**src/rtl/ram_rr_arbiter.sv**
```systemverilog
// rtl/ram_rr_arbiter.sv - two-requester round-robin controller for a single-port sync RAM with zero-fill init
module ram_rr_arbiter #(
   parameter int ADDR_WIDTH = 6,
   parameter int DATA_WIDTH = 8
) (
   input  logic                  clk,
   input  logic                  rst_n,
   input  logic                  req0_in,
   input  logic                  we0_in,
   input  logic [ADDR_WIDTH-1:0] addr0_in,
   input  logic [DATA_WIDTH-1:0] wdata0_in,
   output logic                  gnt0_out,
   output logic                  rvalid0_out,
   input  logic                  req1_in,
   input  logic                  we1_in,
   input  logic [ADDR_WIDTH-1:0] addr1_in,
   input  logic [DATA_WIDTH-1:0] wdata1_in,
   output logic                  gnt1_out,
   output logic                  rvalid1_out,
   output logic [DATA_WIDTH-1:0] rdata_out,
   output logic                  init_done_out,
   output logic [DATA_WIDTH-1:0] ram_data_in_out,
   output logic [ADDR_WIDTH-1:0] ram_read_addr_out,
   output logic [ADDR_WIDTH-1:0] ram_write_addr_out,
   output logic                  ram_we_out,
   input  logic [DATA_WIDTH-1:0] ram_data_out_in
);

   // Counter is one bit wider than the address so that reaching DEPTH marks
   // the end of the zero-fill without a separate flag.
   localparam logic [ADDR_WIDTH:0] INIT_END = {1'b1, {ADDR_WIDTH{1'b0}}};

   typedef enum logic {
      ST_INIT = 1'b0,
      ST_RUN  = 1'b1
   } state_t;

   state_t                state_q, state_d;
   logic [ADDR_WIDTH:0]   cnt_q, cnt_d;
   logic                  last_q, last_d;
   logic                  init_done_q, init_done_d;
   logic                  we_q, we_d;
   logic [ADDR_WIDTH-1:0] waddr_q, waddr_d;
   logic [ADDR_WIDTH-1:0] raddr_q, raddr_d;
   logic [DATA_WIDTH-1:0] wdata_q, wdata_d;

   // Read-return pipeline: stage 1 = address on RAM, stage 2 = data on RAM output.
   logic                  p1_vld_q, p1_vld_d;
   logic                  p1_own_q, p1_own_d;
   logic                  p2_vld_q, p2_vld_d;
   logic                  p2_own_q, p2_own_d;
   logic                  rvalid0_q, rvalid0_d;
   logic                  rvalid1_q, rvalid1_d;
   logic [DATA_WIDTH-1:0] rdata_q, rdata_d;

   logic                  gnt0, gnt1;
   logic                  xfer;
   logic                  sel_we;
   logic [ADDR_WIDTH-1:0] sel_addr;
   logic [DATA_WIDTH-1:0] sel_wdata;

   // Round-robin grant: no grants during init; on contention the requester
   // that was not served last wins.
   always_comb begin
      gnt0 = 1'b0;
      gnt1 = 1'b0;
      if (state_q == ST_RUN) begin
         if (req0_in && req1_in) begin
            if (last_q) begin
               gnt0 = 1'b1;
            end else begin
               gnt1 = 1'b1;
            end
         end else begin
            gnt0 = req0_in;
            gnt1 = req1_in;
         end
      end
   end

   // Mux the winning requester's command onto a single issue path.
   always_comb begin
      xfer      = gnt0 | gnt1;
      sel_we    = gnt1 ? we1_in    : we0_in;
      sel_addr  = gnt1 ? addr1_in  : addr0_in;
      sel_wdata = gnt1 ? wdata1_in : wdata0_in;
   end

   // Next-state logic: init zero-fill, command issue and read-return tagging.
   always_comb begin
      state_d     = state_q;
      cnt_d       = cnt_q;
      last_d      = last_q;
      init_done_d = init_done_q;
      we_d        = 1'b0;
      waddr_d     = waddr_q;
      raddr_d     = raddr_q;
      wdata_d     = wdata_q;
      p1_vld_d    = 1'b0;
      p1_own_d    = p1_own_q;
      p2_vld_d    = p1_vld_q;
      p2_own_d    = p1_own_q;
      rvalid0_d   = p2_vld_q & ~p2_own_q;
      rvalid1_d   = p2_vld_q &  p2_own_q;
      rdata_d     = p2_vld_q ? ram_data_out_in : rdata_q;

      case (state_q)
         ST_INIT: begin
            if (cnt_q == INIT_END) begin
               state_d     = ST_RUN;
               init_done_d = 1'b1;
            end else begin
               we_d    = 1'b1;
               waddr_d = cnt_q[ADDR_WIDTH-1:0];
               wdata_d = '0;
               cnt_d   = cnt_q + 1'b1;
            end
         end
         ST_RUN: begin
            if (xfer) begin
               last_d = gnt1;
               if (sel_we) begin
                  we_d    = 1'b1;
                  waddr_d = sel_addr;
                  wdata_d = sel_wdata;
               end else begin
                  raddr_d  = sel_addr;
                  p1_vld_d = 1'b1;
                  p1_own_d = gnt1;
               end
            end
         end
         default: begin
            state_d = ST_INIT;
         end
      endcase
   end

   // State register; reset discards in-flight reads and restarts the zero-fill.
   always_ff @(posedge clk or negedge rst_n) begin
      if (!rst_n) begin
         state_q     <= ST_INIT;
         cnt_q       <= '0;
         last_q      <= 1'b1;
         init_done_q <= 1'b0;
         we_q        <= 1'b0;
         waddr_q     <= '0;
         raddr_q     <= '0;
         wdata_q     <= '0;
         p1_vld_q    <= 1'b0;
         p1_own_q    <= 1'b0;
         p2_vld_q    <= 1'b0;
         p2_own_q    <= 1'b0;
         rvalid0_q   <= 1'b0;
         rvalid1_q   <= 1'b0;
         rdata_q     <= '0;
      end else begin
         state_q     <= state_d;
         cnt_q       <= cnt_d;
         last_q      <= last_d;
         init_done_q <= init_done_d;
         we_q        <= we_d;
         waddr_q     <= waddr_d;
         raddr_q     <= raddr_d;
         wdata_q     <= wdata_d;
         p1_vld_q    <= p1_vld_d;
         p1_own_q    <= p1_own_d;
         p2_vld_q    <= p2_vld_d;
         p2_own_q    <= p2_own_d;
         rvalid0_q   <= rvalid0_d;
         rvalid1_q   <= rvalid1_d;
         rdata_q     <= rdata_d;
      end
   end

   // Drive ports from registers (grants stay combinational).
   always_comb begin
      gnt0_out           = gnt0;
      gnt1_out           = gnt1;
      rvalid0_out        = rvalid0_q;
      rvalid1_out        = rvalid1_q;
      rdata_out          = rdata_q;
      init_done_out      = init_done_q;
      ram_we_out         = we_q;
      ram_write_addr_out = waddr_q;
      ram_read_addr_out  = raddr_q;
      ram_data_in_out    = wdata_q;
   end

endmodule

```
**config.mk**
```make
export PLATFORM = sky130hd
export DESIGN_NAME = ram_rr_arbiter
export DESIGN_NICKNAME = d
export VERILOG_FILES = /design/src/rtl/ram_rr_arbiter.sv
export SDC_FILE = /design/constraint.sdc
export NUM_CORES = 1
export LEC_CHECK = 0
export BUFFER_PORTS_ARGS = -buffer_cell sky130_fd_sc_hd__buf_2
export CORE_ASPECT_RATIO = 0.5
export CORE_UTILIZATION = 40
export DETAILED_ROUTE_END_ITERATION = 10
export PLACE_DENSITY = 0.67
export SLEW_MARGIN = 20
export SYNTH_ARGS = -nofsm -noshare
export SYNTH_HDL_FRONTEND = slang
export SYNTH_SLANG_ARGS = --single-unit
```
**constraint.sdc**
```tcl
create_clock -name clk -period 4.3 [get_ports clk]
set_input_delay 0 -clock clk [delete_from_list [all_inputs] [get_ports clk]]
set_output_delay 0 -clock clk [all_outputs]
set_load 0.1 [all_outputs]
```
# After elaboration in Yosys (flattened, before gate mapping)

Index checks and enable logic that the tools add are counted.

Add/sub/neg operators: 1
$mul: 0
Div/mod/pow operators: 0
Magnitude comparators: 0
Equal/unequal tests: 4
Shifts and indexed selects: 0
Muxes and demuxes: 26
Bitwise gates (word level): 7
Reductions and logical operators: 6

Operator list:

| cell                                                  | number |
|---|---|
| 2-to-1 mux 8 bit                                      | 4 |
| 2-to-1 mux 6 bit                                      | 4 |
| case mux 8 bit (2 select lines)                       | 1 |
| 2-to-1 mux 1 bit                                      | 15 |
| case mux 6 bit (2 select lines)                       | 1 |
| adder 7 x 1 -> 7 bit, second input constant           | 1 |
| == test 7 bit, second input constant                  | 1 |
| AND reduction 2 bit                                   | 3 |
| AND reduction 3 bit                                   | 2 |
| inequality test 2 x 1 -> 1 bit, second input constant | 2 |
| NOT 1 bit                                             | 4 |
| AND 1 bit                                             | 2 |
| inequality test 2 bit, second input constant          | 1 |
| case mux 1 bit (2 select lines)                       | 1 |
| logical AND 1 bit                                     | 1 |
| bitwise OR 1 bit                                      | 1 |

Register bits: 45
Latch bits: 0
RAM bits: 0
ROM bits: 0
Input bits: 42
Output and inout port bits: 34
Logic and storage cells: 59
Memories kept: 0

# Logic depth before layout (Yosys ltp)

Word-level depth: 7
Gate-level depth with buffers: 7
Gate-level depth less buffers: 6

# Least setup slack after synthesis

OpenSTA, ideal clock, no wires.

Kind: register -> register
From: register last_q
To: register p1_own_q
Setup time: 0.067 ns
Arrival time: 1.870 ns
Data required time: 4.233 ns
Setup slack: 2.363 ns
Stages on the path, launching flop included: 6
Path buffers: 1
Period minus slack after synthesis: 1.937 ns
Path through: dfstp_2 > a21boi_4 > buf_2 > nand2_2 > inv_1 > a22o_1

Longest elaborated chain between the ends: 6
Elaborated cells between the ends (all ways): 10
Classes of those cells: mux: 7; bitwise: 2; reduce/logical: 1

RTL lines:

| element                              | line | text |
|---|---|---|
| start, declared                      | 40   | `logic last_q, last_d;` |
| start signal, assigned               | 160  | `last_q <= last_d;` |
| 2-to-1 mux 1 bit (*)                 | 69   | `if (last_q) begin` |
| 2-to-1 mux 1 bit (*)                 | 68   | `if (req0_in && req1_in) begin` |
| 2-to-1 mux 1 bit (*)                 | 67   | `if (state_q == ST_RUN) begin` |
| via gnt1_out                         | 18   | `output logic gnt1_out,` |
| 2-to-1 mux 1 bit                     | 84   | `sel_we = gnt1 ? we1_in : we0_in;` |
| NOT 1 bit (no source line)           | n/a  |  |
| AND reduction 3 bit (no source line) | n/a  |  |
| end signal, assigned                 | 167  | `p1_own_q <= p1_own_d;` |
| end, declared                        | 49   | `logic p1_own_q, p1_own_d;` |

The timed path passes the listed nets; every way through them passes the cells marked *.
A chain may end at the register's enable or synchronous reset.

# Final worst setup path

From: input req0_in
To: register waddr_q[5] (netlist: ram_write_addr_out[5])

Longest elaborated chain between the ends: 7
Elaborated cells between the ends (all ways): 14
Classes of those cells: eq/ne: 2; mux: 9; bitwise: 1; reduce/logical: 2

RTL lines:

| element                         | line | text |
|---|---|---|
| start, declared                 | 8    | `input logic req0_in,` |
| logical AND 1 bit               | 68   |  |
| 2-to-1 mux 1 bit                | 68   |  |
| 2-to-1 mux 1 bit                | 67   |  |
| 2-to-1 mux 6 bit                | 85   | `sel_addr = gnt1 ? addr1_in : addr0_in;` |
| 2-to-1 mux 6 bit                | 122  | `if (sel_we) begin` |
| 2-to-1 mux 6 bit                | 120  | `if (xfer) begin` |
| case mux 6 bit (2 select lines) | 107  | `case (state_q)` |
| end signal, assigned            | 163  | `waddr_q <= waddr_d;` |
| end, declared                   | 43   | `logic [ADDR_WIDTH-1:0] waddr_q, waddr_d;` |

Several ways; a longest one is shown, not always the timed one. The select of a mux whose other input is x is not followed.

==> results_tabular.tex <==
\begin{tabular}{lr}
\hline
Metric & Value \\
\hline
\multicolumn{2}{l}{\textbf{Synthesis}} \\
Gate count after technology mapping & 194 \\
Mapped cell area & 2120 µm² \\
Warnings, synthesis & 0 \\
Number of nets produced by synthesis & 238 \\
EDFF count, synth & 0 \\
Post-synth top area share & approximately half \\
Dominant cells by area after synthesis & sky130\_fd\_sc\_hd\_\_dfrtp\_1 52\%, sky130\_fd\_sc\_hd\_\_mux2\_2 6.9\%, sky130\_fd\_sc\_hd\_\_o21ai\_0 4.5\%, sky130\_fd\_sc\_hd\_\_nor2b\_1 4.4\%, sky130\_fd\_sc\_hd\_\_a211oi\_1 3.2\% \\
Cell taking the most area after synthesis & sky130\_fd\_sc\_hd\_\_dfrtp\_1 \\
Count of distinct cell types in the synthesized netlist & 32 \\
Fraction of registers with async set or reset after synthesis & 100\% \\
Mean instance size in the synthesized netlist & 10.9 µm² \\
Part of the Yosys area used for sequential elements & 53.2\% \\
Top\_reg\_cell synth & sky130\_fd\_sc\_hd\_\_dfrtp\_1 \\
Flip-flop and latch count after synthesis & 45 \\
\multicolumn{2}{l}{\textbf{Global routing}} \\
Global-route wire length before repair & 7.45 mm \\
Total gr overflow & 0 \\
All-Layer GR Usage & 17.6\% \\
Number of antenna violations at the first check in global routing & 0 \\
Vias in the first global route & 1,617 \\
Maximum number of pins on one net before global-route repair & 46 \\
\multicolumn{2}{l}{\textbf{Die}} \\
Row cnt & 18 \\
Number of placed I/O pins & between 70 and 80 \\
Full die area & 5610 µm² \\
Die boundary height & around 53 µm \\
Horizontal die dimension & 105 µm \\
Area inside the core boundary & 5000 µm² \\
Starting utilization of the core area & 42.4\% \\
\multicolumn{2}{l}{\textbf{Route}} \\
Remaining design rule violation count & 0 \\
Detail Route Antenna Nets & 0 \\
Average routed wire per standard cell & 13.1 µm \\
Drt total wl & approximately 4.6 mm \\
Initial DRC count & 71 \\
Via count normalized by instance count & 5.05 \\
Via total after detailed routing & $\sim$1,800 \\
Drt pass-1 iters & 4 \\
\multicolumn{2}{l}{\textbf{Power}} \\
Part of the total power dissipated in combinational logic & 8.1\% \\
Leakage power figure & 0.00144 µW \\
Switching power share of the total & 21.7\% \\
Power density of the placed cells & roughly 290 nW/µm² \\
P\_int & 623 µW \\
Clock power frac & 38.7\% \\
Maximum vdd drop & 0.121 mV \\
Reported net switching power & 173 µW \\
Flop pwr share & between 50\% and 60\% \\
Total power after layout & 796 µW \\
\multicolumn{2}{l}{\textbf{Setup path}} \\
Worst Path Arrival & 2.46 ns \\
Sequence of cells on the critical path & dlygate4sd3\_1, buf\_2, a21boi\_4, a32oi\_1, a21o\_1, a221o\_1 \\
Slowest stage cell, crit path & sky130\_fd\_sc\_hd\_\_a21boi\_4 \\
Endpoint type of the worst setup path & flop \\
Element type at the critical path start & input port \\
Crit path buffers/inverters & 2 \\
Setup CP Type & input port to flop \\
Largest fanout on the critical path & 27 \\
Req. time, crit path & 4.49 ns \\
CP max stage delay & 0.58 ns \\
Cell type group with the largest total delay on the critical path & compound AO/OA/AOI/OAI gates \\
\multicolumn{2}{l}{\textbf{Placed design}} \\
Placed standard-cell area & 2540 µm² \\
GPL Wtd Cong & $\sim$0.72 \\
Detailed placement HPWL & 3.19 mm \\
Buffers added on ports & 75 \\
\multicolumn{2}{l}{\textbf{CTS}} \\
Max Buffers Root-to-Sink & 2 \\
CTS Root Cell & sky130\_fd\_sc\_hd\_\_clkbuf\_8 \\
Post-CTS Setup Bufs & 0 \\
Clock latency at the later pin of the worst-skew pair & 0.30 ns \\
Num CTS Buffers & 5 \\
Number of gates resized after cts & 0 \\
H-tree levels & 2 \\
Clock tree from TritonCTS & yes \\
Clock input transition at the sequential cells of the worst setup and hold paths & 0.08 ns \\
Num Clock Sinks & 45 \\
\multicolumn{2}{l}{\textbf{Finish}} \\
Synth-to-layout area growth & 30.6\% \\
Antenna fix cells & 0 \\
Number of nets in the layout & between 300 and 400 \\
Final core area utilization & a little under three fifths \\
Final instance area & 2770 µm² \\
Share of post-route cells with drive strength above 1 & 36.3\% \\
Most used cells in the layout excluding fill and tap cells & 74 x sky130\_fd\_sc\_hd\_\_buf\_2, 44 x sky130\_fd\_sc\_hd\_\_dfrtp\_1, 19 x sky130\_fd\_sc\_hd\_\_o21ai\_0 \\
Most frequent standard cell in the layout excluding fill and tap cells & sky130\_fd\_sc\_hd\_\_buf\_2 \\
\multicolumn{2}{l}{\textbf{STA}} \\
Pins Over Slew Limit & 0 \\
Min Clock Period, post-route & 2.28 ns \\
Finish-stage setup viols & 0 \\
Share of the cycle needed by the critical path after routing & 53.0\% \\
Measured slew at the worst slew-check pin & 1.12 ns \\
RSZ-0062 raised after global routing & false \\
Final number of hold-violating endpoints & 0 \\
FMAX & 0.439 GHz \\
Relative slew margins & 25.1\% \\
Clock Skew & between 0.004 and 0.005 ns \\
Fin Setup TNS & 0 ns \\
Hold Worst Slack & 0.0107 ns \\
\multicolumn{2}{l}{\textbf{Flow run}} \\
Max Cap Viol & 0 \\
\multicolumn{2}{l}{\textbf{Hold path}} \\
Class of the tightest hold or removal check & input port to flop \\
\multicolumn{2}{l}{\textbf{Status}} \\
Status & complete, no violations \\
\hline
\end{tabular}
## synth_stat cells, types with 2 or more instances
cell                        n
sky130_fd_sc_hd__dfrtp_1   44
sky130_fd_sc_hd__o21ai_0   19
sky130_fd_sc_hd__nor2b_1   15
sky130_fd_sc_hd__a21oi_1   13
sky130_fd_sc_hd__mux2_2    13
sky130_fd_sc_hd__nand2_1   11
sky130_fd_sc_hd__a211oi_1   9
sky130_fd_sc_hd__inv_1      8
sky130_fd_sc_hd__a31oi_1    7
sky130_fd_sc_hd__nand3_1    7
sky130_fd_sc_hd__mux2i_1    6
sky130_fd_sc_hd__buf_2      5
sky130_fd_sc_hd__clkbuf_1   5
sky130_fd_sc_hd__xnor2_1    5
sky130_fd_sc_hd__a221o_1    3
sky130_fd_sc_hd__and2_1     3
sky130_fd_sc_hd__and3_1     3
sky130_fd_sc_hd__a32o_1     2
sky130_fd_sc_hd__ha_1       2
sky130_fd_sc_hd__o211ai_1   2
## worst reg2reg max path, cell delays in order, from the launching register on
cell	delay [ns]
sky130_fd_sc_hd__dfstp_2	0.40
sky130_fd_sc_hd__a21boi_4	0.57
sky130_fd_sc_hd__a32oi_1	0.47
sky130_fd_sc_hd__a21o_1	0.35
sky130_fd_sc_hd__a221o_1	0.36
## metal layers
layer,vias to the layer above,part of all wire [%],GRT usage (%)
li1,859,-,-
met1,851,46,21.6
met2,37,49,30.4
met3,10,3.7,3.94
met4,0,1.4,8.22
met5,-,0,0
## area by class of cell
cell class                 count  area (µm²)
tap                           70        87.6
clock inverter                 2        35.0
inverter                       8        30.0
sequential                    45        1130
fill                         440        2230
timing repair buffer          88         505
multi-input combinational    130         915
clock buffer                   5        68.8
## metrics by stage
step	setup slack [ns]	instances
floorplan	2.36	194
global placement	2.14	329
detailed placement	2.05	329
CTS	2.02	348
global route	1.85	348
finish	2.02	348
## worst paths after layout
path / from / to / slack (ns) / cells past startpoint
max in group asynchronous: rst_n / ram_data_in_out[1]$_DFFE_PN0P_ / 3.69 / 2
max: req0_in / ram_write_addr_out[5]$_DFFE_PN0P_ / 2.02 / 6
min reg2reg: p1_vld_q$_DFF_PN0_ / p2_vld_q$_DFF_PN0_ / 0.35 / 0
min in group asynchronous: rst_n / rdata_out[1]$_DFFE_PN0P_ / 0.23 / 2
min: wdata1_in[0] / ram_data_in_out[0]$_DFFE_PN0P_ / 0.01 / 3
max reg2reg: last_q$_DFFE_PN1P_ / ram_write_addr_out[5]$_DFFE_PN0P_ / 2.04 / 4
## what timing repair did
item                                    CTS  global route
endpoints found under the setup margin    0             0
hold buffers                             12             0
endpoints found under the hold margin    54             0
## sequential cells by signal, indices dropped and copies added (netlist names), 6 cells and up
register / flops
cnt_q: 7
ram_data_in_out: 8
ram_read_addr_out: 6
ram_write_addr_out: 6
rdata_out: 8
## kinds of logic after synthesis
kind of cell / count (synthesis) / synth area share (%)
xor+xnor: 6 / 2.48
buf+inv: 19 / 3.66
compound gates: 59 / 17.9
flops: 45 / 53.2
mux: 19 / 9.74
fa+ha+maj: 2 / 1.18
simple gates: 44 / 11.8
## power groups by stage
stage	combinational, µW	sequential [µW]	clock (µW)
3_3_place_gp	56.6	431	0
4_1_cts	65.4	423	319
5_1_grt	72.7	423	339
2_1_floorplan	24.9	431	0
3_5_place_dp	57.6	431	0
6_report	64.8	423	308
(Power assumes the default switching activity.)
